### config.mk
export PLATFORM = sky130hd
export DESIGN_NAME = sense_disable_gen
export DESIGN_NICKNAME = d
export VERILOG_FILES = /design/src/rtl/sense_disable_gen_pkg.sv /design/src/rtl/sense_disable_gen_qualify.sv /design/src/rtl/sense_disable_gen.sv
export SDC_FILE = /design/constraint.sdc
export NUM_CORES = 1
export LEC_CHECK = 0
export ABC_AREA = 1
export BUFFER_PORTS_ARGS = -buffer_cell sky130_fd_sc_hd__buf_2
export CAP_MARGIN = 20
export CORE_MARGIN = 1
export CORE_UTILIZATION = 56
export CTS_CLUSTER_DIAMETER = 100
export CTS_CLUSTER_SIZE = 16
export DETAILED_ROUTE_END_ITERATION = 8
export PLACE_DENSITY = 0.76
export SLEW_MARGIN = 20
export SYNTH_ARGS = -nofsm -noshare
export SYNTH_HDL_FRONTEND = slang
export SYNTH_SLANG_ARGS = --single-unit
### constraint.sdc
create_clock -name clk -period 2.2 [get_ports clk]
set_clock_uncertainty 0.1 [all_clocks]
set_input_delay 0.66 -clock clk [delete_from_list [all_inputs] [get_ports clk]]
set_output_delay 0.66 -clock clk [all_outputs]
set_load 0.02 [all_outputs]
### src/rtl/sense_disable_gen_pkg.sv
// rtl/sense_disable_gen_pkg.sv - shared drivetrain types and constants for the sensor-disable producer
package sense_disable_gen_pkg;

    typedef enum logic [1:0] {
        ST_IDLE = 2'd0,
        ST_QUAL = 2'd1,
        ST_HOLD = 2'd2
    } chan_state_t;

    localparam int LEFT         = 1;
    localparam int RIGHT        = 0;
    localparam int TRIP_COUNT_W = 8;
    localparam int WIN_TMR_W    = 27;
    localparam int WIN_CNT_W    = 4;
    localparam int DEB_CNT_W    = 16;

    function automatic logic [TRIP_COUNT_W-1:0] sat_inc(input logic [TRIP_COUNT_W-1:0] v);
        return (v == {TRIP_COUNT_W{1'b1}}) ? v : v + TRIP_COUNT_W'(1);
    endfunction

endpackage

### src/rtl/sense_disable_gen_qualify.sv
// rtl/sense_disable_gen_qualify.sv - one trip channel: synchronizer, debounce, hold-off FSM
module sns_qualify
    import sense_disable_gen_pkg::*;
#(
    parameter int DEBOUNCE_CYCLES = 1000,
    parameter int HOLD_MIN_CYCLES = 2
) (
    input  logic clk,
    input  logic rst_n,
    input  logic raw,
    input  logic pause,
    output logic fire
);

    localparam int                    HOLD_W    = $clog2(HOLD_MIN_CYCLES + 1);
    localparam logic [DEB_CNT_W-1:0]  DEB_LAST  = DEB_CNT_W'(DEBOUNCE_CYCLES - 1);
    localparam logic [HOLD_W-1:0]     HOLD_LAST = HOLD_W'(HOLD_MIN_CYCLES - 1);

    logic                 sync_meta;
    logic                 sync;
    chan_state_t          state;
    chan_state_t          state_nxt;
    logic [DEB_CNT_W-1:0] deb_cnt;
    logic [DEB_CNT_W-1:0] deb_cnt_nxt;
    logic [HOLD_W-1:0]    hold_cnt;
    logic [HOLD_W-1:0]    hold_cnt_nxt;

    always_ff @(posedge clk or negedge rst_n) begin
        if (!rst_n) begin
            sync_meta <= 1'b0;
            sync      <= 1'b0;
            state     <= ST_IDLE;
            deb_cnt   <= '0;
            hold_cnt  <= '0;
        end else begin
            sync_meta <= raw;
            sync      <= sync_meta;
            state     <= state_nxt;
            deb_cnt   <= deb_cnt_nxt;
            hold_cnt  <= hold_cnt_nxt;
        end
    end

    // fire is the next-cycle pulse; the top registers it so the output stays a flop
    always_comb begin
        state_nxt    = state;
        deb_cnt_nxt  = deb_cnt;
        hold_cnt_nxt = hold_cnt;
        fire         = 1'b0;
        case (state)
            ST_IDLE: begin
                deb_cnt_nxt = '0;
                if (sync) begin
                    state_nxt = ST_QUAL;
                end
            end
            ST_QUAL: begin
                if (!sync) begin
                    state_nxt   = ST_IDLE;
                    deb_cnt_nxt = '0;
                end else if (deb_cnt == DEB_LAST) begin
                    fire         = 1'b1;
                    state_nxt    = ST_HOLD;
                    deb_cnt_nxt  = '0;
                    hold_cnt_nxt = '0;
                end else begin
                    deb_cnt_nxt = deb_cnt + DEB_CNT_W'(1);
                end
            end
            ST_HOLD: begin
                // pause and the line are ignored until the minimum hold has elapsed
                if (hold_cnt != HOLD_LAST) begin
                    hold_cnt_nxt = hold_cnt + HOLD_W'(1);
                end else if (!pause && !sync) begin
                    state_nxt = ST_IDLE;
                end
            end
            default: begin
                state_nxt = ST_IDLE;
            end
        endcase
    end

endmodule

### src/rtl/sense_disable_gen.sv
// rtl/sense_disable_gen.sv - two-channel trip pulse generator with trip-rate fault latch
module sense_disable_gen
    import sense_disable_gen_pkg::*;
#(
    parameter int DEBOUNCE_CYCLES = 1000,
    parameter int HOLD_MIN_CYCLES = 2,
    parameter int TRIP_LIMIT      = 3,
    parameter int WINDOW_CYCLES   = 50_000_000
) (
    input  logic                    clk,
    input  logic                    rst_n,
    input  logic [1:0]              sns_raw,
    input  logic                    pause,
    input  logic                    fault_clr,
    output logic [1:0]              sns_disable,
    output logic                    fault,
    output logic [TRIP_COUNT_W-1:0] trip_count
);

    localparam logic [WIN_TMR_W-1:0] WIN_LAST  = WIN_TMR_W'(WINDOW_CYCLES - 1);
    localparam logic [WIN_CNT_W-1:0] WIN_LIMIT = WIN_CNT_W'(TRIP_LIMIT);

    logic [1:0]           fire;
    logic [1:0]           pulse_q;
    logic                 event_hit;
    logic                 expired;
    logic                 fault_nxt;
    logic [WIN_CNT_W-1:0] win_cnt;
    logic [WIN_CNT_W-1:0] win_cnt_nxt;
    logic [WIN_CNT_W-1:0] win_base;
    logic [WIN_TMR_W-1:0] win_tmr;
    logic [WIN_TMR_W-1:0] win_tmr_nxt;

    sns_qualify #(
        .DEBOUNCE_CYCLES (DEBOUNCE_CYCLES),
        .HOLD_MIN_CYCLES (HOLD_MIN_CYCLES)
    ) u_left (
        .clk   (clk),
        .rst_n (rst_n),
        .raw   (sns_raw[LEFT]),
        .pause (pause),
        .fire  (fire[LEFT])
    );

    sns_qualify #(
        .DEBOUNCE_CYCLES (DEBOUNCE_CYCLES),
        .HOLD_MIN_CYCLES (HOLD_MIN_CYCLES)
    ) u_right (
        .clk   (clk),
        .rst_n (rst_n),
        .raw   (sns_raw[RIGHT]),
        .pause (pause),
        .fire  (fire[RIGHT])
    );

    // an event is the cycle the pulse is visible; both channels at once are one event
    assign event_hit = |pulse_q;
    assign expired   = (win_cnt != '0) && (win_tmr == WIN_LAST);
    assign win_base  = expired ? '0 : win_cnt;

    always_comb begin
        fault_nxt   = fault;
        win_cnt_nxt = win_cnt;
        win_tmr_nxt = win_tmr;
        if (fault) begin
            if (fault_clr) begin
                fault_nxt   = 1'b0;
                win_tmr_nxt = '0;
                win_cnt_nxt = event_hit ? WIN_CNT_W'(1) : '0;
            end
        end else begin
            if (expired) begin
                win_cnt_nxt = '0;
                win_tmr_nxt = '0;
            end else if (win_cnt != '0) begin
                win_tmr_nxt = win_tmr + WIN_TMR_W'(1);
            end
            if (event_hit) begin
                win_cnt_nxt = win_base + WIN_CNT_W'(1);
                if (win_base == '0) begin
                    win_tmr_nxt = '0;
                end
                if (win_cnt_nxt == WIN_LIMIT) begin
                    fault_nxt = 1'b1;
                end
            end
        end
    end

    always_ff @(posedge clk or negedge rst_n) begin
        if (!rst_n) begin
            pulse_q     <= 2'b00;
            sns_disable <= 2'b00;
            fault       <= 1'b0;
            win_cnt     <= '0;
            win_tmr     <= '0;
            trip_count  <= '0;
        end else begin
            pulse_q     <= fire;
            sns_disable <= fault_nxt ? 2'b11 : fire;
            fault       <= fault_nxt;
            win_cnt     <= win_cnt_nxt;
            win_tmr     <= win_tmr_nxt;
            if (event_hit) begin
                trip_count <= sat_inc(trip_count);
            end
        end
    end

endmodule

==> results by group, run 1 <==
Run status
  • Status: finished with violations
  • Failing checks: setup timing

STA
  • RSZ-0062 raised after global routing: true
  • Hold Violations, Final: 0
  • Final period utilization: 1.05
  • Time the worst path needs with I/O delays and setup: 2.32 ns
  • Slew Limit Headroom: 0.691
  • Final WS setup: -0.118 ns
  • Min Hold Slack: 0.248 ns
  • Fmax: between 400 and 500 MHz
  • Worst slew pin tran: 0.464 ns
  • Fin. max-slew vios: 0
  • Endpoints failing setup: 25

Clock tree
  • TritonCTS clock tree: yes
  • Clock latency at the later pin of the worst-skew pair: 0.37 ns
  • Largest buffer count on any clock path: 2
  • Inserted Clock Buffers: 9
  • CTS sink cnt: between 80 and 90
  • CTS H-tree lvls: 3
  • Clock root buffer: clkbuf_8
  • Clock transition at the registers of the reported paths: 0.09 ns

Synth
  • Largest cells by area after synthesis: dfrtp_1, nand2_1, inv_1, nor2_1, xor2_1
  • Asr flop ratio synth: 1.00
  • Commonest cells in the netlist: nand2_1, inv_1, dfrtp_1
  • Yosys top cell area share: 0.441
  • Mapped cell area: 4990 µm²
  • Mean Syn Cell Area: 7.77 µm²
  • Synth unique cells: 44
  • Synth Net Count: approximately 660
  • Post-synth EDFFs: 0
  • Part of the Yosys area used for sequential elements: 0.441
  • Yosys warns: 0
  • Post-synth top area cell: dfrtp_1
  • Cell count after synthesis: 643
  • Top-count cell post-synth: nand2_1
  • Post-synth top flop: dfrtp_1
  • Synthesized flop and latch total: 88

Min path
  • Worst hold-check path type: flip-flop to flip-flop
  • Hold path cells: 0

Worst setup path
  • Top delay family on crit path: simple AND/OR/NAND/NOR gates
  • Setup CP Type: flip-flop to flip-flop
  • CP Depth: 13
  • Worst Path Required: 2.34 ns
  • Delay of the slowest critical-path stage: 0.39 ns
  • Worst setup SP type: flip-flop
  • Cells along the critical path: inv_1, nand2_1, nor2_1, nand2_1, nor2_4, nand2_4, nand2_4, ha_4, nand2_4, o311ai_4, buf_6, buf_8, o22ai_4
  • Crit-path slowest cell: dfrtp_1
  • Top cell by count, worst path: nand2_4
  • Worst Path Buf+Inv: 3
  • Worst-path maximum fanout: 5
  • CP endpoint kind: flip-flop
  • Worst endpoint data arrival time: 2.46 ns
  • Reg2Reg Depth: 13

Route
  • DR DRC count: 0
  • Via-to-Cell Ratio: 5.44
  • ANT nets after route: 0
  • Wire per inst: 14.0 µm
  • Via count: 4489
  • Drt pass-1 iters: 6
  • Post-Route WL: about 12000 µm
  • Starting DRT DRC Count: 257

Die
  • Placement Rows: 34
  • CORE AREA: 8680 µm²
  • Starting Density: 0.575
  • I/O pin count: 17
  • Die Ht: 96.4 µm
  • Die Area: 9300 µm²
  • DIE WIDTH: 96.4 µm

Final layout
  • Final Cell Area: slightly below 6000 µm²
  • Layout cells sized above 1: 0.195
  • Seq. cell area: between 2000 and 2500 µm²
  • Area grow syn2layout: 18.6%
  • Fill count: just under 700
  • Multi-input logic area: 2550 µm²
  • Ant diodes: 0
  • Nets@finish: roughly 730

Placement
  • RePlAce Congestion: about 0.82
  • Placed instance area: 5550 µm²
  • Pre-CTS worst setup slack: -0.0508 ns
  • Detail Placement HPWL: 7750 µm
  • # port buffers: 16

Power
  • Leakage: 2.89 nW
  • Pwr Density: 669 nW/µm²
  • Peak VDD IR: roughly 0.45 mV
  • Total Power: 3.96 mW

GRT
  • Total track usage: 0.255
  • Largest net degree at the start of global routing: between 80 and 90
  • Vias in the first global route: 4219
  • First-pass GRT wire length: 18200 µm
  • Initial antenna violation count: 0
  • GRT overflow: 0

Run
  • Max Cap Viol: 0
-- worst paths after layout --
check	startpoint	to	slack [ns]
worst max-delay path	win_tmr[7]	win_tmr[11]	-0.12
worst min-delay path	u_left.sync_meta	u_left.sync	0.25
worst max register to register	win_tmr[7]	win_tmr[11]	-0.12
worst min register to register	u_left.sync_meta	u_left.sync	0.25
max in group asynchronous	rst_n	u_left.deb_cnt[1]	0.82
min in group asynchronous	rst_n	trip_count[2]	0.52
-- report_power, final --
group          switching, mW  internal [mW]
Combinational          0.607          0.433
Sequential             0.135           1.78
Clock                  0.593          0.410
Total                   1.33           2.63
-- through the flow --
stage | setup TNS (ns) | std cells | util
final | -1.63 | 825 | 0.682
after floorplan | -0.712 | 643 | -
after global routing | -3.95 | 825 | 0.682
after detailed placement | -0.374 | 800 | 0.639
after CTS | 0 | 817 | 0.661
after global placement | 0 | 800 | 0.639
-- timing repair --
item / in CTS / in global routing
endpoints found under the setup margin: 21 / 29
hold endpoints to repair: 3 / 0
gates cloned: 0 / 2
pin swaps: 1 / 7
setup buffers: 0 / 6
hold buffers: 1 / 0
resized for setup: 2 / 32
-- worst reg2reg max path: stages (launching register included) --
cell      delay [ns]
dfrtp_1         0.39
inv_1           0.08
nand2_1         0.09
nor2_1          0.15
nand2_1         0.11
nor2_4          0.13
nand2_4         0.09
nand2_4         0.09
ha_4            0.14
nand2_4         0.05
o311ai_4        0.36
buf_6           0.20
buf_8           0.15
o22ai_4         0.06
-- metal layers --
layer  part of all wire  track usage  up-vias
met5                  0            0        -
met3              0.036       0.0438       28
met2               0.50        0.445       97
met1               0.44        0.321     2168
li1                   -            -     2196
met4              0.027       0.0870        0
-- cell type report --
cell class / count / share of cell area
multi-input combinational: 453 / 0.431
clock buffer: 11 / 0.0222
timing repair buffer: 65 / 0.0847
clock inverter: 5 / 0.00571
tap: 108 / 0.0228
timing repair inverter: 1 / 0.00106
sequential: 88 / 0.372
inverter: 94 / 0.0609
-- cell usage in the layout (no fill, tap or decap), drive strengths merged --
cell type,Yosys,final
a211oi,1,1
a21oi,14,14
a31o,1,1
a31oi,2,2
a32o,1,1
buf,3,63
clkbuf,5,12
clkinv,1,4
clkinvlp,0,2
dfrtp,88,88
dlygate4sd3,0,1
ha,9,9
inv,93,94
mux2,1,1
nand2,167,167
nand3,39,39
nand3b,3,3
nand4,16,16
nor2,89,89
nor3,17,17
nor4,3,3
o211a,1,1
o211ai,1,1
o21ai,39,39
o21bai,3,3
o22ai,11,11
o311ai,1,1
o32ai,1,1
or2,3,3
xnor2,5,5
xor2,25,25
-- cells by family after synthesis --
group,count (synthesis),share of synthesized area
AO/OA/AOI/OAI,76,0.0912
AND/OR/NAND/NOR,337,0.309
flip-flops,88,0.441
multiplexers,1,0.00225
XOR/XNOR,30,0.0526
buffers and inverters,102,0.0817
adder cells (fa/ha/maj),9,0.0226
-- registers in the layout (all words and copies together), names as in the netlist, 2 cells and up --
name	flops
sns_disable	2
win_tmr	27
u_right.hold_cnt	2
u_right.deb_cnt	16
u_left.hold_cnt	2
trip_count	8
win_cnt	4
pulse_q	2
u_left.state	2
u_left.deb_cnt	16
u_right.state	2
Power figures use the tool's default switching activity.
==> run 2, diff against run 1 <==
--- a/config.mk
+++ b/config.mk
@@ -9,11 +9,11 @@
 export BUFFER_PORTS_ARGS = -buffer_cell sky130_fd_sc_hd__buf_2
 export CAP_MARGIN = 20
 export CORE_MARGIN = 1
-export CORE_UTILIZATION = 56
+export CORE_UTILIZATION = 60
 export CTS_CLUSTER_DIAMETER = 100
 export CTS_CLUSTER_SIZE = 16
 export DETAILED_ROUTE_END_ITERATION = 8
-export PLACE_DENSITY = 0.76
+export PLACE_DENSITY = 0.77
 export SLEW_MARGIN = 20
 export SYNTH_ARGS = -nofsm -noshare
 export SYNTH_HDL_FRONTEND = slang
==> constraint.sdc (replaced) <==
create_clock -name clk -period 2.51 [get_ports clk]
set_clock_uncertainty 0.1 [all_clocks]
set_input_delay 0.753 -clock clk [delete_from_list [all_inputs] [get_ports clk]]
set_output_delay 0.753 -clock clk [all_outputs]
set_load 0.02 [all_outputs]
==> run 2 against run 1 <==
Compared with the run above:
- utilization grew 1.0 points
- non-clock buffer count fell by 41
- count of clock-buffer cells in the layout fell by 1
- design area decreased by 7.8%
- critical path type unchanged
- largest cell class unchanged
- hold slack better by 0.0079 ns
- the run now ends clean
- total power is 15% lower
- clock power hardly changed
- largest power group unchanged
- routed wire length is 11% lower
- register-to-register slack improved by 0.27 ns
- sequential share of layout area increased by 3.1 points
- worst setup slack improved by 0.27 ns
==> results by group, run 2 (synthesis results as in run 1) <==
Run status
  • Status: finished, final reports clean

Die
  • Starting Density: 0.633 (+0.0577)
  • DIE WIDTH: 93.2 µm (-3.3%)
  • Placement Rows: 32 (-5.9%)
  • Die Ht: 93.2 µm (-3.3%)
  • CORE AREA: 7890 µm² (-9.1%)
  • Die Area: 8690 µm² (-6.5%)
  • I/O pin count: 17 (unchanged)

STA
  • Slew Limit Headroom: 0.504 (-0.187)
  • Hold Violations, Final: 0 (unchanged)
  • Fin. max-slew vios: 0 (unchanged)
  • Final WS setup: 0.149 ns (+0.267 ns)
  • Endpoints failing setup: 0 (-100%)
  • Worst slew pin tran: 0.744 ns (+0.280 ns)
  • Setup TNS: 0 ns (+1.63 ns)
  • Final period utilization: 0.941 (-0.113)
  • RSZ-0062 raised after global routing: false
  • Time the worst path needs with I/O delays and setup: 2.36 ns (+0.0433 ns)
  • Fmax: 424 MHz (-1.8%)

Placement
  • Pre-CTS worst setup slack: 0.109 ns (+0.159 ns)
  • RePlAce Congestion: 0.883 (+7.5%)
  • Detail Placement HPWL: 7350 µm (-5.1%)
  • # port buffers: 16 (unchanged)

Power
  • Total Power: 3.37 mW (-15%)
  • Peak VDD IR: 0.557 mV (+24%)
  • Leakage: 2.66 nW (-8.1%)
  • Pwr Density: 616 nW/µm² (-7.8%)

Route
  • ANT nets after route: 0 (unchanged)
  • Wire per inst: 13.2 µm (-5.8%)
  • Starting DRT DRC Count: 211 (-18%)
  • Post-Route WL: 10300 µm (-11%)
  • Drt pass-1 iters: 7 (+1)
  • Via count: 4208 (-6.3%)
  • DR DRC count: 0 (unchanged)
  • Via-to-Cell Ratio: 5.42 (-0.47%)

Clock tree
  • Clock root buffer: clkbuf_8
  • Clock latency at the later pin of the worst-skew pair: 0.36 ns (about the same)
  • CTS sink cnt: 88 (unchanged)
  • Inserted Clock Buffers: 9 (unchanged)
  • TritonCTS clock tree: yes
  • CTS H-tree lvls: 3 (unchanged)
  • Cts hold-fix bufs: 0 (-1)
  • Largest buffer count on any clock path: 2 (unchanged)
  • Clock transition at the registers of the reported paths: 0.09 ns (about the same)

Final layout
  • Area grow syn2layout: 9.35%
  • Layout cells sized above 1: 0.117 (-0.0782)
  • Most common cell after layout, fill and taps aside: nand2_1
  • Nets@finish: 685 (-5.8%)
  • Top reg by flops: win_tmr
  • Most frequent cells in the layout: nand2_1, inv_1, dfrtp_1
  • Max FFs per register: 27 (unchanged)
  • Ant diodes: 0 (unchanged)
  • Biggest regs: win_tmr: 27 flops, u_left.deb_cnt: 16 flops, u_right.deb_cnt: 16 flops

GRT
  • First-pass GRT wire length: 17900 µm (-2.0%)
  • Total track usage: 0.260 (+0.00452)
  • Largest net degree at the start of global routing: 89 (+3.5%)
  • Initial antenna violation count: 0 (unchanged)
  • GRT overflow: 0 (unchanged)
  • Vias in the first global route: 4013 (-4.9%)

Worst setup path
  • Delay of the slowest critical-path stage: 0.41 ns (+0.02 ns)
  • Worst Path Required: 2.61 ns (+0.27 ns)
  • Worst-path maximum fanout: 11 (+6)
  • Cells along the critical path: ha_2, inv_1, nor2_2, nand2_1, nor2_4, nand2_4, nand2_2, ha_1, nand2_1, o311ai_4, buf_6, inv_4, nand3_1, o21ai_0
  • Worst setup SP type: flip-flop
  • Worst endpoint data arrival time: 2.47 ns (about the same)
  • CP endpoint kind: flip-flop
  • Setup CP Type: flip-flop to flip-flop
  • Top cell by count, worst path: nand2_1
  • Crit-path slowest cell: dfrtp_1

Min path
  • Worst hold-check path type: flip-flop to flip-flop

Run
  • Max Cap Viol: 0 (unchanged)
run 2: power breakdown:
| group | switching, mW | internal, mW |
|---|---|---|
| combinational | 0.386 | 0.241 |
| sequential | 0.170 | 1.56 |
| clock | 0.516 | 0.491 |
| total | 1.07 | 2.29 |
run 2: path summary, 6_finish.rpt:
check | from | end | slack [ns] | cells past startpoint
setup / recovery | win_tmr[0] | win_tmr[14] | 0.15 | 14
hold / removal | u_right.sync_meta | u_right.sync | 0.26 | 0
setup reg to reg | win_tmr[0] | win_tmr[14] | 0.15 | 14
hold reg to reg | u_right.sync_meta | u_right.sync | 0.26 | 0
max in group asynchronous | rst_n | u_right.deb_cnt[1] | 1.61 | 2
min in group asynchronous | rst_n | trip_count[0] | 0.29 | 2
run 2: per-stage QoR:
step	instances	utilization	cell area, µm²	hold slack (ns)
2_1_floorplan	643	-	4990	0.231
3_3_place_gp	760	0.661	5220	0.235
3_5_place_dp	760	0.661	5220	0.237
4_1_cts	776	0.687	5420	0.257
5_1_grt	777	0.692	5460	0.270
6_report	777	0.692	5460	0.256
run 2: final cells by class:
class                      count  area (µm²)
clock buffer                  10         138
clock inverter                 6        67.6
fill                         646        2430
inverter                      94         355
multi-input combinational    453        2410
sequential                    88        2200
tap                          102         128
timing repair buffer          24         159
run 2: critical path: cells and delay by family (launching register included):
family	cells	cell delay, ns
and+or+nand+nor	7	0.72
DFF	1	0.41
AOI/OAI and AO/OA	2	0.38
adders and majority gates	2	0.34
buffers and inverters	3	0.27
run 2: layer usage:
| layer | part of all wire | vias up | GRT usage |
|---|---|---|---|
| met2 | 0.49 | 74 | 0.430 |
| met5 | 0 | - | 0 |
| met4 | 0.0098 | 0 | 0.0936 |
| met1 | 0.46 | 2018 | 0.344 |
| met3 | 0.040 | 9 | 0.0463 |
| li1 | - | 2107 | - |
run 2: what timing repair did:
item | in CTS | in global routing
setup endpoints to repair | 0 | 27
buffers inserted | 0 | 1
gates resized for setup | 0 | 9
